[src/rtl/bus_mux_reg_if.sv]
// Bus-mux port bundle: packed sources, one-hot enables, registered bus and conflict monitor outputs.
interface bus_mux_reg_if #(
  parameter int DATA_W = 32,
  parameter int NSRC   = 24,
  parameter int SEL_W  = 5,
  parameter int CNT_W  = 8
);
  logic [NSRC*DATA_W-1:0] src_data;
  logic [NSRC-1:0]        src_out;
  logic                   conflict_ack;
  logic [DATA_W-1:0]      bus_out;
  logic                   bus_valid;
  logic [SEL_W-1:0]       bus_sel;
  logic                   conflict;
  logic [CNT_W-1:0]       conflict_cnt;

  modport master (
    output src_data, src_out, conflict_ack,
    input  bus_out, bus_valid, bus_sel, conflict, conflict_cnt
  );
  modport slave (
    input  src_data, src_out, conflict_ack,
    output bus_out, bus_valid, bus_sel, conflict, conflict_cnt
  );
endinterface

[src/rtl/bus_mux_reg.sv]
// Registered priority bus multiplexer: highest set enable drives the bus one cycle later.
// Optional multi-driver monitor built only when BUSMUX_CONFLICT_MON_EN is defined.
module bus_mux_reg_lane #(
  parameter int DATA_W = 32
) (
  input  logic              gnt,
  input  logic [DATA_W-1:0] data,
  output logic [DATA_W-1:0] gated
);
  assign gated = gnt ? data : '0;
endmodule

module bus_mux_reg #(
  parameter int DATA_W = 32,
  parameter int NSRC   = 24,
  parameter int SEL_W  = 5,
  parameter int CNT_W  = 8
) (
  input logic          clock,
  input logic          clear,
  bus_mux_reg_if.slave bus
);
  logic [NSRC-1:0]              higherAny;
  logic [NSRC-1:0]              gnt;
  logic [NSRC-1:0][DATA_W-1:0]  laneData;
  logic [DATA_W-1:0]            muxData;
  logic [SEL_W-1:0]             win;
  logic                         anyOut;

  // A lane is granted only if no higher-index enable is set.
  always_comb begin
    higherAny = '0;
    for (int i = NSRC - 2; i >= 0; i--)
      higherAny[i] = higherAny[i+1] | bus.src_out[i+1];
  end

  assign gnt    = bus.src_out & ~higherAny;
  assign anyOut = |bus.src_out;

  for (genvar g = 0; g < NSRC; g++) begin : gLane
    bus_mux_reg_lane #(.DATA_W(DATA_W)) uLane (
      .gnt   (gnt[g]),
      .data  (bus.src_data[g*DATA_W +: DATA_W]),
      .gated (laneData[g])
    );
  end

  always_comb begin
    muxData = '0;
    win     = '0;
    for (int i = 0; i < NSRC; i++) begin
      muxData = muxData | laneData[i];
      if (gnt[i]) win = SEL_W'(i);
    end
  end

  // Bus keeper: data and select only move when some source drives.
  always_ff @(posedge clock or posedge clear) begin
    if (clear) begin
      bus.bus_out   <= '0;
      bus.bus_sel   <= '0;
      bus.bus_valid <= 1'b0;
    end else begin
      bus.bus_valid <= anyOut;
      if (anyOut) begin
        bus.bus_out <= muxData;
        bus.bus_sel <= win;
      end
    end
  end

`ifdef BUSMUX_CONFLICT_MON_EN
  logic             multi;
  logic [CNT_W-1:0] cnt;
  logic             conf;

  // Clearing the lowest set bit leaves something only when two or more are set.
  assign multi = |(bus.src_out & (bus.src_out - 1'b1));

  always_ff @(posedge clock or posedge clear) begin
    if (clear) begin
      conf <= 1'b0;
      cnt  <= '0;
    end else if (multi) begin
      conf <= 1'b1;
      if (bus.conflict_ack)  cnt <= CNT_W'(1);
      else if (cnt != '1)    cnt <= cnt + 1'b1;
    end else if (bus.conflict_ack) begin
      conf <= 1'b0;
      cnt  <= '0;
    end
  end

  assign bus.conflict     = conf;
  assign bus.conflict_cnt = cnt;
`else
  logic unusedAck;
  assign unusedAck        = bus.conflict_ack;
  assign bus.conflict     = 1'b0;
  assign bus.conflict_cnt = '0;
`endif
endmodule

[src/flat_wrapper.sv]
// flat-port wrapper written by rule: the top's interface ports become plain ports
module bus_mux_reg_flat 
#(
  parameter int DATA_W = 32,
  parameter int NSRC   = 24,
  parameter int SEL_W  = 5,
  parameter int CNT_W  = 8
)
  (clock, clear, bus_src_data, bus_src_out, bus_conflict_ack, bus_bus_out, bus_bus_valid, bus_bus_sel, bus_conflict, bus_conflict_cnt);
  bus_mux_reg_if #(.DATA_W(DATA_W), .NSRC(NSRC), .SEL_W(SEL_W), .CNT_W(CNT_W)) bus_i ();
  input logic clock;
  input logic clear;
  input wire logic [$bits(bus_i.src_data)-1:0] bus_src_data;
  input wire logic [$bits(bus_i.src_out)-1:0] bus_src_out;
  input wire logic [$bits(bus_i.conflict_ack)-1:0] bus_conflict_ack;
  output wire logic [$bits(bus_i.bus_out)-1:0] bus_bus_out;
  output wire logic [$bits(bus_i.bus_valid)-1:0] bus_bus_valid;
  output wire logic [$bits(bus_i.bus_sel)-1:0] bus_bus_sel;
  output wire logic [$bits(bus_i.conflict)-1:0] bus_conflict;
  output wire logic [$bits(bus_i.conflict_cnt)-1:0] bus_conflict_cnt;
  assign bus_i.src_data = bus_src_data;
  assign bus_i.src_out = bus_src_out;
  assign bus_i.conflict_ack = bus_conflict_ack;
  assign bus_bus_out = bus_i.bus_out;
  assign bus_bus_valid = bus_i.bus_valid;
  assign bus_bus_sel = bus_i.bus_sel;
  assign bus_conflict = bus_i.conflict;
  assign bus_conflict_cnt = bus_i.conflict_cnt;
  bus_mux_reg #(.DATA_W(DATA_W), .NSRC(NSRC), .SEL_W(SEL_W), .CNT_W(CNT_W)) u_core (.clock(clock), .clear(clear), .bus(bus_i));
endmodule
[config.mk]
export PLATFORM = sky130hd
export DESIGN_NAME = bus_mux_reg_flat
export DESIGN_NICKNAME = d
export VERILOG_FILES = /design/src/rtl/bus_mux_reg_if.sv /design/src/rtl/bus_mux_reg.sv /design/src/flat_wrapper.sv
export SDC_FILE = /design/constraint.sdc
export NUM_CORES = 1
export LEC_CHECK = 0
export CORE_AREA = 10 10 319 321
export CTS_CLUSTER_DIAMETER = 120
export DETAILED_ROUTE_END_ITERATION = 10
export DIE_AREA = 0 0 329 331
export PLACE_DENSITY_LB_ADDON = 0.15
export SETUP_SLACK_MARGIN = 0.02
export SYNTH_ARGS = -nofsm -noshare
export SYNTH_HDL_FRONTEND = slang
export SYNTH_SLANG_ARGS = --single-unit
[constraint.sdc]
create_clock -name clock -period 2.6 [get_ports clock]
set_input_delay 0.26 -clock clock [delete_from_list [all_inputs] [get_ports clock]]
set_output_delay 0.26 -clock clock [all_outputs]
set_load 0.03 [all_outputs]
# Yosys cells after proc, flatten, opt, wreduce, memory -nomap -nowiden
# Index checks and enable logic that the tools add are counted.
# op_classes
reduce_logical	1
bitwise_logic	47
mux	47
# ops
op	count
2-to-1 mux 32 bit	24
bitwise OR 32 bit	23
2-to-1 mux 5 bit	8
2-to-1 mux 4 bit	8
bitwise AND 24 bit	1
inverter 23 -> 24 bit	1
OR reduction 24 bit	1
bitwise OR 1 bit	22
2-to-1 mux 3 bit	4
2-to-1 mux 2 bit	2
2-to-1 mux 1 bit	1
# word_totals
input_bits	795
output_inout_bits	47
word_cells	98
regBits	38

# Longest topological paths before layout
# Gate-level depths: netlist of the first run.
# depth
depth_word	48
mapped_depth	11
ltp_nobuf	7

# Modules after synthesis
# Synthesis of the first run repeated with hierarchy kept, for this count alone.
# unflattened
cells_unflattened	1266
area_unflattened_um2	9774.4
# modules_own_cells
module	n_inst	area_each_um2	seq_area_each_um2	cells_each
bus_mux_reg_lane	24	255.2	0.0	35
bus_mux_reg	1	3648.5	950.9	426

# Least setup slack after synthesis of the first run
# OpenSTA, ideal clock, no wires.
# synth_timing
path_kind	input -> register
start	input port bus_src_out[17]
end	register u_core.bus.bus_sel[0]
n_path_buf	3
arrival_time_ps	1920
setup_ps	132
required_ps	2468
slack_ps	548
stages	9
cell_sequence	clkbuf_1 or2_1 or3_1 clkbuf_1 nor2_2 buf_2 nand2_1 a221oi_1 o21ai_1
# synth_between
elab_chain_len	41
word_cells_on_any_way	42
classes_between	23 x mux; 18 x bitwise; 1 x reduce/logical
# synth_rtl
item	line_no	rtl
start: declaration	flat_wrapper.sv:14	input wire logic [$bits(bus_i.src_out)-1:0] bus_src_out;
bitwise OR 1 bit (16 in series)	bus_mux_reg.sv:34	higherAny[i] = higherAny[i+1] | bus.src_out[i+1];
inverter 23 -> 24 bit	bus_mux_reg.sv:37	assign gnt = bus.src_out & ~higherAny;
bitwise AND 24 bit	bus_mux_reg.sv:37	
2-to-1 mux 1 bit	bus_mux_reg.sv:53	if (gnt[i]) win = SEL_W'(i);
2-to-1 mux 2 bit (2 in series)	bus_mux_reg.sv:53	
2-to-1 mux 3 bit (4 in series)	bus_mux_reg.sv:53	
2-to-1 mux 4 bit (8 in series)	bus_mux_reg.sv:53	
2-to-1 mux 5 bit (8 in series)	bus_mux_reg.sv:53	
end signal: assignment	bus_mux_reg.sv:67	bus.bus_sel <= win;
end: declaration	bus_mux_reg_if.sv:23	output bus_out, bus_valid, bus_sel, conflict, conflict_cnt
# Several ways; a longest one is shown, not always the timed one.
# A chain may end at the register's enable or synchronous reset.

# Worst setup path in the final report of the first run
# layout_timing
start	input port bus_src_out[10]
end	register u_core.bus.bus_out[12]
# layout_between
elab_chain_len	36
word_cells_on_any_way	47
classes_between	11 x mux; 35 x bitwise; 1 x reduce/logical
# layout_rtl
item	line_no	rtl
bitwise OR 1 bit (10 in series)	bus_mux_reg.sv:34	
inverter 23 -> 24 bit	bus_mux_reg.sv:37	
bitwise AND 24 bit	bus_mux_reg.sv:37	
2-to-1 mux 32 bit	bus_mux_reg.sv:10	assign gated = gnt ? data : '0;
bitwise OR 32 bit (23 in series)	bus_mux_reg.sv:52	muxData = muxData | laneData[i];
end signal: assignment	bus_mux_reg.sv:66	bus.bus_out <= muxData;
end: declaration	bus_mux_reg_if.sv:23	
# Several ways; a longest one is shown, not always the timed one.

==> flow_summary.json, run 1 <==
{
  "timing.final.ws_setup_ns": -0.000466,
  "maxSlewHeadroom_pct": 33.9,
  "sw_frac_of_total_pct": 37.5,
  "lkg_pwr_nw": 8.05,
  "slew_viol_final": 0,
  "synth_enable_flop_cells": 0,
  "globalplace.congestion": 0.892,
  "finalCritPeriodShare_pct": 100,
  "syn_to_final_growth_pct": 195,
  "combPwrFrac_pct": 67.7,
  "critPathKind": "input port to register",
  "tritoncts.num_buffers": 5,
  "switchingPower_w": 0.00172,
  "postLayoutCoreUtil_pct": 22.4,
  "synthDistinctLibCells": 71,
  "critPathArrivalTime_ns": 2.80,
  "floorplan.die.height_um": 331,
  "fin_hold_ws_ns": 0.275,
  "crit_fanout": 6,
  "layout_common_cells": "813 x sky130_fd_sc_hd__clkdlybuf4s50_1, 384 x sky130_fd_sc_hd__buf_4, 129 x sky130_fd_sc_hd__a22oi_1",
  "detailed_place_hpwl_mm": 115,
  "post_route_cells_drive_above_1_share_pct": 26.4,
  "seq_cells_post_synth": 38,
  "clk-insertion-delay-late_ns": 0.31,
  "skew_ns": 0,
  "final.fill_count": 10700,
  "drt_first_pass_iters": 5,
  "outcome": "finished with violations",
  "end_kind": "register",
  "netlist.top_cell.by_area": "sky130_fd_sc_hd__a22oi_1",
  "gr-usage-all-layers_pct": 22.1,
  "synth_area_leaders": "sky130_fd_sc_hd__a22oi_1 14%, sky130_fd_sc_hd__dfrtp_1 13%, sky130_fd_sc_hd__a221oi_1 7.2%",
  "worst_ir_drop_vdd_mv": 0.216,
  "max_slew.worst_pin.slew_ns": 0.982,
  "avg_inst_size_synth_um2": 6.92,
  "clock_sink_count": 38,
  "cellPowerDensity_nw_per_um2": 214,
  "total_via_count_after_detailed_routing": 14800,
  "cts_max_level": 2,
  "worst_path_required_time_ns": 2.80,
  "grt_pass1_wl_mm": 162,
  "routed_wl_mm": 127,
  "report.final.setup_viol": 1,
  "cts_max_path_buffers": 2,
  "dieWidth_um": 329,
  "layout_min_cycle_time_ns": 2.60,
  "holdCritPathClass": "input port to async pin",
  "finish.net_count": 3015,
  "place.port_buffers": 831,
  "ys.warnings.count": 0,
  "grt_setup_unrepaired": "yes",
  "gr-total-overflow": 0,
  "detail_route.vias_per_cell": 4.23,
  "post-route-drc-count": 0,
  "power_consumption_w": 0.00460,
  "tritoncts_clock_tree": "built",
  "max-cap-violations": 0,
  "syn-cell-area_um2": 7260,
  "wl_per_cell_um": 36.2,
  "max_freq_mhz": 385,
  "critical_path_source_type": "input port",
  "floorplan.rows": 114,
  "seq_area_um2": 951,
  "grt_pass1_vias": 16500,
  "layoutNonFillerInstCount": 3502,
  "final_common_cell": "sky130_fd_sc_hd__clkdlybuf4s50_1",
  "timing_hold_violations_final": 0,
  "multi_input_area_um2": 6420,
  "synth_seq_area_share_pct": 13.1,
  "cts_root_buf": "sky130_fd_sc_hd__clkbuf_16",
  "synth_flop_cell": "sky130_fd_sc_hd__dfrtp_1",
  "p_clk_share_pct": 17.4,
  "ant_nets": 0,
  "starting_density_of_the_core_pct": 7.59,
  "synthDominantCellAreaShare_pct": 14.2,
  "seq_power_share_pct": 15.0,
  "clkTransAtPathRegs_ns": 0.07,
  "drtIter0Drc": 1030,
  "core_region_area_um2": 95700,
  "failed_checks": "negative setup slack",
  "grt_start_max_net_pins": 30,
  "synthCells": 1050,
  "grt_antenna_before_repair": 31,
  "top_level_ports": 842,
  "post-place-cells": 3454,
  "die-area_um2": 109000,
  "asyncSetResetFlopFracSynth_pct": 100,
  "internal_cell_power_w": 0.00287
}
==> power groups by stage <==
stage | clock (W) | combinational, W | sequential [W]
after floorplan | 0 | 0.000564 | 0.000787
after global placement | 0 | 0.00304 | 0.000699
after detailed placement | 0 | 0.00303 | 0.000699
after CTS | 0.000827 | 0.00314 | 0.000688
after global routing | 0.000835 | 0.00327 | 0.000693
final | 0.000799 | 0.00311 | 0.000688
==> kinds of logic (layout without fill, tap and decap cells) <==
group	after synthesis	count (layout)	share of synthesized area, %
other cells	1	14	0.0516
buf+inv	132	1295	8.15
simple gates	352	352	25.1
flops	38	38	13.1
compound gates	527	527	53.6
==> worst paths after layout <==
kind                       slack (ns)                            endpoint                                from  cells past startpoint
setup / recovery              -0.0005  u_core.bus.bus_out[12]$_DFFE_PP0P_                     bus_src_out[10]                     12
hold / removal                   0.27  u_core.bus.bus_out[28]$_DFFE_PP0P_                               clear                      2
setup reg to reg                 1.68   u_core.bus.bus_sel[0]$_DFFE_PP0P_   u_core.bus.bus_sel[0]$_DFFE_PP0P_                      2
hold reg to reg                  0.50  u_core.bus.bus_out[13]$_DFFE_PP0P_  u_core.bus.bus_out[13]$_DFFE_PP0P_                      1
max in group asynchronous        1.67  u_core.bus.bus_out[22]$_DFFE_PP0P_                               clear                      3
min in group clock               0.50  u_core.bus.bus_out[13]$_DFFE_PP0P_  u_core.bus.bus_out[13]$_DFFE_PP0P_                      1
==> critical path: stages <==
cell and delay, ns:
sky130_fd_sc_hd__dlygate4sd2_1 0.26, sky130_fd_sc_hd__buf_6 0.15, sky130_fd_sc_hd__buf_4 0.14, sky130_fd_sc_hd__buf_4 0.13
sky130_fd_sc_hd__nor2b_4 0.15, sky130_fd_sc_hd__buf_6 0.12, sky130_fd_sc_hd__nand3b_1 0.12, sky130_fd_sc_hd__a21oi_1 0.10
sky130_fd_sc_hd__a221oi_1 0.89, sky130_fd_sc_hd__buf_12 0.21, sky130_fd_sc_hd__o211ai_1 0.08, sky130_fd_sc_hd__o22a_1 0.17
==> through the flow <==
stage	setup slack [ns]	TNS, ns	area [um2]
5_1_grt	-0.0151	-0.0151	21500
6_report	-0.000466	-0.000466	21500
2_1_floorplan	0.548	0	7290
3_3_place_gp	-1.10	-27.34	20300
3_5_place_dp	-1.17	-28.32	20300
4_1_cts	0.0269	0	21400
==> routing by layer <==
metal / global-route usage, % / vias to the layer above / wire (um)
li1: - / 6639 / -
met1: 27.4 / 7402 / 53900
met2: 39.7 / 657 / 63400
met3: 4.92 / 88 / 8000
met4: 2.50 / 32 / 1450
met5: 0 / - / 201
==> final cells by class <==
cell class,count,share of cell area (%)
Clock buffer,5,0.583
Sequential cell,38,4.43
Multi-Input combinational cell,888,29.9
Inverter,10,0.198
Timing Repair Buffer,1277,57.1
Tap cell,1276,7.44
Clock inverter,3,0.210
Antenna cell,5,0.0583
==> cell usage after synthesis, types with 7 or more instances <==
| library cell | number |
|---|---|
| sky130_fd_sc_hd__buf_2 | 26 |
| sky130_fd_sc_hd__buf_4 | 13 |
| sky130_fd_sc_hd__o211ai_1 | 10 |
| sky130_fd_sc_hd__inv_1 | 9 |
| sky130_fd_sc_hd__o22a_1 | 13 |
| sky130_fd_sc_hd__clkbuf_1 | 71 |
| sky130_fd_sc_hd__nand2_1 | 115 |
| sky130_fd_sc_hd__o22ai_1 | 20 |
| sky130_fd_sc_hd__a211oi_1 | 16 |
| sky130_fd_sc_hd__nand3_1 | 28 |
| sky130_fd_sc_hd__a221o_1 | 11 |
| sky130_fd_sc_hd__a21oi_1 | 73 |
| sky130_fd_sc_hd__o2bb2ai_1 | 7 |
| sky130_fd_sc_hd__buf_1 | 10 |
| sky130_fd_sc_hd__a222oi_1 | 30 |
| sky130_fd_sc_hd__nor2b_1 | 20 |
| sky130_fd_sc_hd__dfrtp_1 | 38 |
| sky130_fd_sc_hd__a221oi_1 | 60 |
| sky130_fd_sc_hd__nor2_1 | 77 |
| sky130_fd_sc_hd__a32oi_1 | 7 |
| sky130_fd_sc_hd__o21ai_0 | 52 |
| sky130_fd_sc_hd__a31oi_1 | 11 |
| sky130_fd_sc_hd__a22o_1 | 35 |
| sky130_fd_sc_hd__nor3_1 | 26 |
| sky130_fd_sc_hd__a2111oi_0 | 10 |
| sky130_fd_sc_hd__nand4_1 | 11 |
| sky130_fd_sc_hd__a22oi_1 | 137 |
| sky130_fd_sc_hd__nor4_1 | 8 |
==> sequential cells by signal, summed over array words and instances (netlist names) <==
name	count
u_core.bus.bus_out	32
u_core.bus.bus_sel	5
u_core.bus.bus_valid	1
==> what timing repair did <==
item	in CTS	in global routing
pin swaps	37	13
setup buffers	35	1
hold endpoints to repair	0	0
resized for setup	145	24
setup endpoints to repair	38	16
hold buffers	0	0
Power figures use the tool's default switching activity.
==> run 2: changes to the inputs <==
--- a/config.mk
+++ b/config.mk
@@ -5,10 +5,11 @@
 export SDC_FILE = /design/constraint.sdc
 export NUM_CORES = 1
 export LEC_CHECK = 0
-export CORE_AREA = 10 10 319 321
+export CORE_AREA = 10 10 323 325
+export CTS_BUF_LIST = sky130_fd_sc_hd__clkbuf_2
 export CTS_CLUSTER_DIAMETER = 120
 export DETAILED_ROUTE_END_ITERATION = 10
-export DIE_AREA = 0 0 329 331
+export DIE_AREA = 0 0 333 335
 export PLACE_DENSITY_LB_ADDON = 0.15
 export SETUP_SLACK_MARGIN = 0.02
 export SYNTH_ARGS = -nofsm -noshare
==> run 2 against run 1 <==
The run still ends with negative setup slack left; clock skew stayed put; non-clock buffer count is 32 lower; via count is 1.6% lower; core utilization is 1.4 points lower; cell count is 0.49% lower; sequential power hardly changed; worst hold slack better by 0.047 ns; register-to-register slack worse by 0.14 ns; largest power group unchanged; highest routed layer unchanged.
==> flow_summary.json, run 2 (synthesis results as in run 1) <==
{
  "grt_pass1_wl_mm": 161,
  "post_route_cells_drive_above_1_share_pct": 22.3,
  "drt_first_pass_iters": 5,
  "gr-total-overflow": 0,
  "final_common_cell": "sky130_fd_sc_hd__clkdlybuf4s50_1",
  "end_kind": "register",
  "floorplan.rows": 115,
  "worst_ir_drop_vdd_mv": 0.159,
  "grt_pass1_vias": 16100,
  "max_slew.worst_pin.slew_ns": 1.10,
  "critPathMostFrequentCell": "sky130_fd_sc_hd__buf_4",
  "dieWidth_um": 333,
  "critPathMaxStageDelay_ns": 0.74,
  "lkg_pwr_nw": 7.65,
  "detail_route.vias_per_cell": 4.19,
  "fin_hold_ws_ns": 0.322,
  "holdCritPathClass": "input port to register",
  "slew_viol_final": 0,
  "tritoncts_clock_tree": "built",
  "grt_start_max_net_pins": 30,
  "crit_path_cell_trace": "clkdlybuf4s50_1 > buf_6 > nor2b_2 > buf_4 > and2_2 > buf_4 > a222oi_1 > buf_4 > o21ai_0 > nor4_1 > a21oi_1",
  "core_region_area_um2": 97800,
  "cts_root_buf": "sky130_fd_sc_hd__clkbuf_2",
  "clk-insertion-delay-late_ns": 0.52,
  "maxSlewHeadroom_pct": 26.7,
  "top_level_ports": 842,
  "setup.worst_path.end": "u_core.bus.bus_out[3]$_DFFE_PP0P_",
  "max-cap-violations": 0,
  "floorplan.die.height_um": 335,
  "largest_reg_flops": 32,
  "tritoncts.num_buffers": 5,
  "detailed_place_hpwl_mm": 115,
  "grt_setup_unrepaired": "yes",
  "critPathKind": "input port to register",
  "crit_fanout": 7,
  "report.final.setup_viol": 1,
  "die-area_um2": 112000,
  "critPathArrivalTime_ns": 3.08,
  "finalCritPeriodShare_pct": 102,
  "routed_wl_mm": 126,
  "post-route-drc-count": 0,
  "syn_to_final_growth_pct": 183,
  "startpoint": "bus_src_out[7]",
  "worst-path-stages": 11,
  "post-place-cells": 3465,
  "gr-usage-all-layers_pct": 21.4,
  "failed_checks": "negative setup slack",
  "total_via_count_after_detailed_routing": 14600,
  "final_cell_area_um2": 20500,
  "timing_hold_violations_final": 0,
  "top_register": "u_core.bus.bus_out",
  "worst_path_required_time_ns": 3.02,
  "starting_density_of_the_core_pct": 7.42,
  "layout_min_cycle_time_ns": 2.66,
  "reg.largest.list": "u_core.bus.bus_out: 32 flops, u_core.bus.bus_sel: 5 flops, u_core.bus.bus_valid: 1 flops",
  "max_freq_mhz": 375,
  "ant_nets": 0,
  "place_area_um2": 20300,
  "end_of_the_worst_register_to_register_path": "u_core.bus.bus_sel[3]$_DFFE_PP0P_",
  "globalplace.congestion": 0.898,
  "place.port_buffers": 831,
  "clkTransAtPathRegs_ns": 0.37,
  "clock_sink_count": 38,
  "postLayoutCoreUtil_pct": 21.0,
  "worst-r2r-setup-slack_ns": 1.54,
  "critical_path.top_delay_family": "buffers and inverters",
  "skew_ns": 0,
  "cts_max_path_buffers": 2,
  "final.fill_count": 11000,
  "timing.final.ws_setup_ns": -0.0642,
  "grt_antenna_before_repair": 54,
  "outcome": "finished with violations",
  "drtIter0Drc": 1102,
  "layoutNonFillerInstCount": 3485,
  "finish.net_count": 2983,
  "reg2regPathDepth": 2,
  "layout_common_cells": "820 x sky130_fd_sc_hd__clkdlybuf4s50_1, 370 x sky130_fd_sc_hd__buf_4, 135 x sky130_fd_sc_hd__a22oi_1",
  "cellPowerDensity_nw_per_um2": 202,
  "crit-reg2reg-launch": "u_core.bus.bus_sel[3]$_DFFE_PP0P_",
  "critical_path.slowest_cell": "sky130_fd_sc_hd__a222oi_1",
  "cts_max_level": 2,
  "wl_per_cell_um": 36.1,
  "critical_path.n_buffers_inverters": 5,
  "critical_path_source_type": "input port",
  "preCtsSetupSlack_ns": -1.38
}
==> run 2: cell count changes in the layout (fill, tap and decap cells not counted), sizes merged <==
cell	change
clkdlybuf4s50	+7
dlymetal6s2s	+1
clkbuf	-1
diode	+5
clkinvlp	-2
clkinv	+1
dlygate4sd2	-4
buf	-34
dlygate4sd3	+1
clkdlybuf4s15	-2
==> run 2: layout make-up <==
class                           count  area (um2)  share of cell area [%]
Timing Repair Buffer             1245       11900                    57.9
Multi-Input combinational cell    888        5970                    29.1
Clock inverter                      2        33.8                   0.164
Sequential cell                    38         951                    4.63
Tap cell                         1287        1610                    7.84
Clock buffer                        5        25.0                   0.122
Inverter                           10        40.0                   0.195
Antenna cell                       10        25.0                   0.122
==> run 2: worst min-delay path by stage <==
stage / startpoint / to / slack (ns) / depth (start not counted)
6_report: bus_src_data[80] / u_core.bus.bus_out[16]$_DFFE_PP0P_ / 0.32 / 4
5_1_grt: bus_src_data[30] / u_core.bus.bus_out[30]$_DFFE_PP0P_ / 0.27 / 3
4_1_cts: bus_src_data[30] / u_core.bus.bus_out[30]$_DFFE_PP0P_ / 0.25 / 3
3_5_place_dp: u_core.bus.bus_out[12]$_DFFE_PP0P_ / u_core.bus.bus_out[12]$_DFFE_PP0P_ / 0.50 / 1
3_3_place_gp: u_core.bus.bus_out[25]$_DFFE_PP0P_ / u_core.bus.bus_out[25]$_DFFE_PP0P_ / 0.48 / 1
2_1_floorplan: clear / u_core.bus.bus_out[0]$_DFFE_PP0P_ / 0.45 / 1
==> run 2: stage by stage <==
stage / TNS [ns] / power [W]
3_3_place_gp: -27.48 / 0.00371
6_report: -0.0642 / 0.00415
2_1_floorplan: 0 / 0.00135
5_1_grt: 0 / 0.00435
4_1_cts: 0 / 0.00422
3_5_place_dp: -28.08 / 0.00370
==> run 2: tightest hold or removal path: stages <==
cell and delay, ns:
sky130_fd_sc_hd__clkdlybuf4s50_1 0.40, sky130_fd_sc_hd__nand2_1 0.06, sky130_fd_sc_hd__nand3_1 0.07, sky130_fd_sc_hd__o22a_1 0.15
==> run 2: per-layer routing <==
metal	wire length (um)	GRT usage, %	part of all wire, %	vias to the layer above
li1	-	-	-	6585
met1	52500	25.8	42	7181
met2	63000	38.6	50	680
met3	8350	5.21	6.6	100
met4	1720	3.13	1.4	42
met5	276	0	0.22	-
==> run 2: repair_timing <==
action,CTS,global route
hold endpoints to repair,3,0
endpoints found under the setup margin,31,7
gates resized for setup,41,8
setup buffers,2,0
hold buffers,1,0
pin swaps,7,6
==> run 2: power breakdown <==
| group | total (W) | internal, W | switching [W] |
|---|---|---|---|
| sequential | 0.000685 | 0.000644 | 0.0000407 |
| clock | 0.000464 | 0.000154 | 0.000310 |
| combinational | 0.00300 | 0.00170 | 0.00130 |
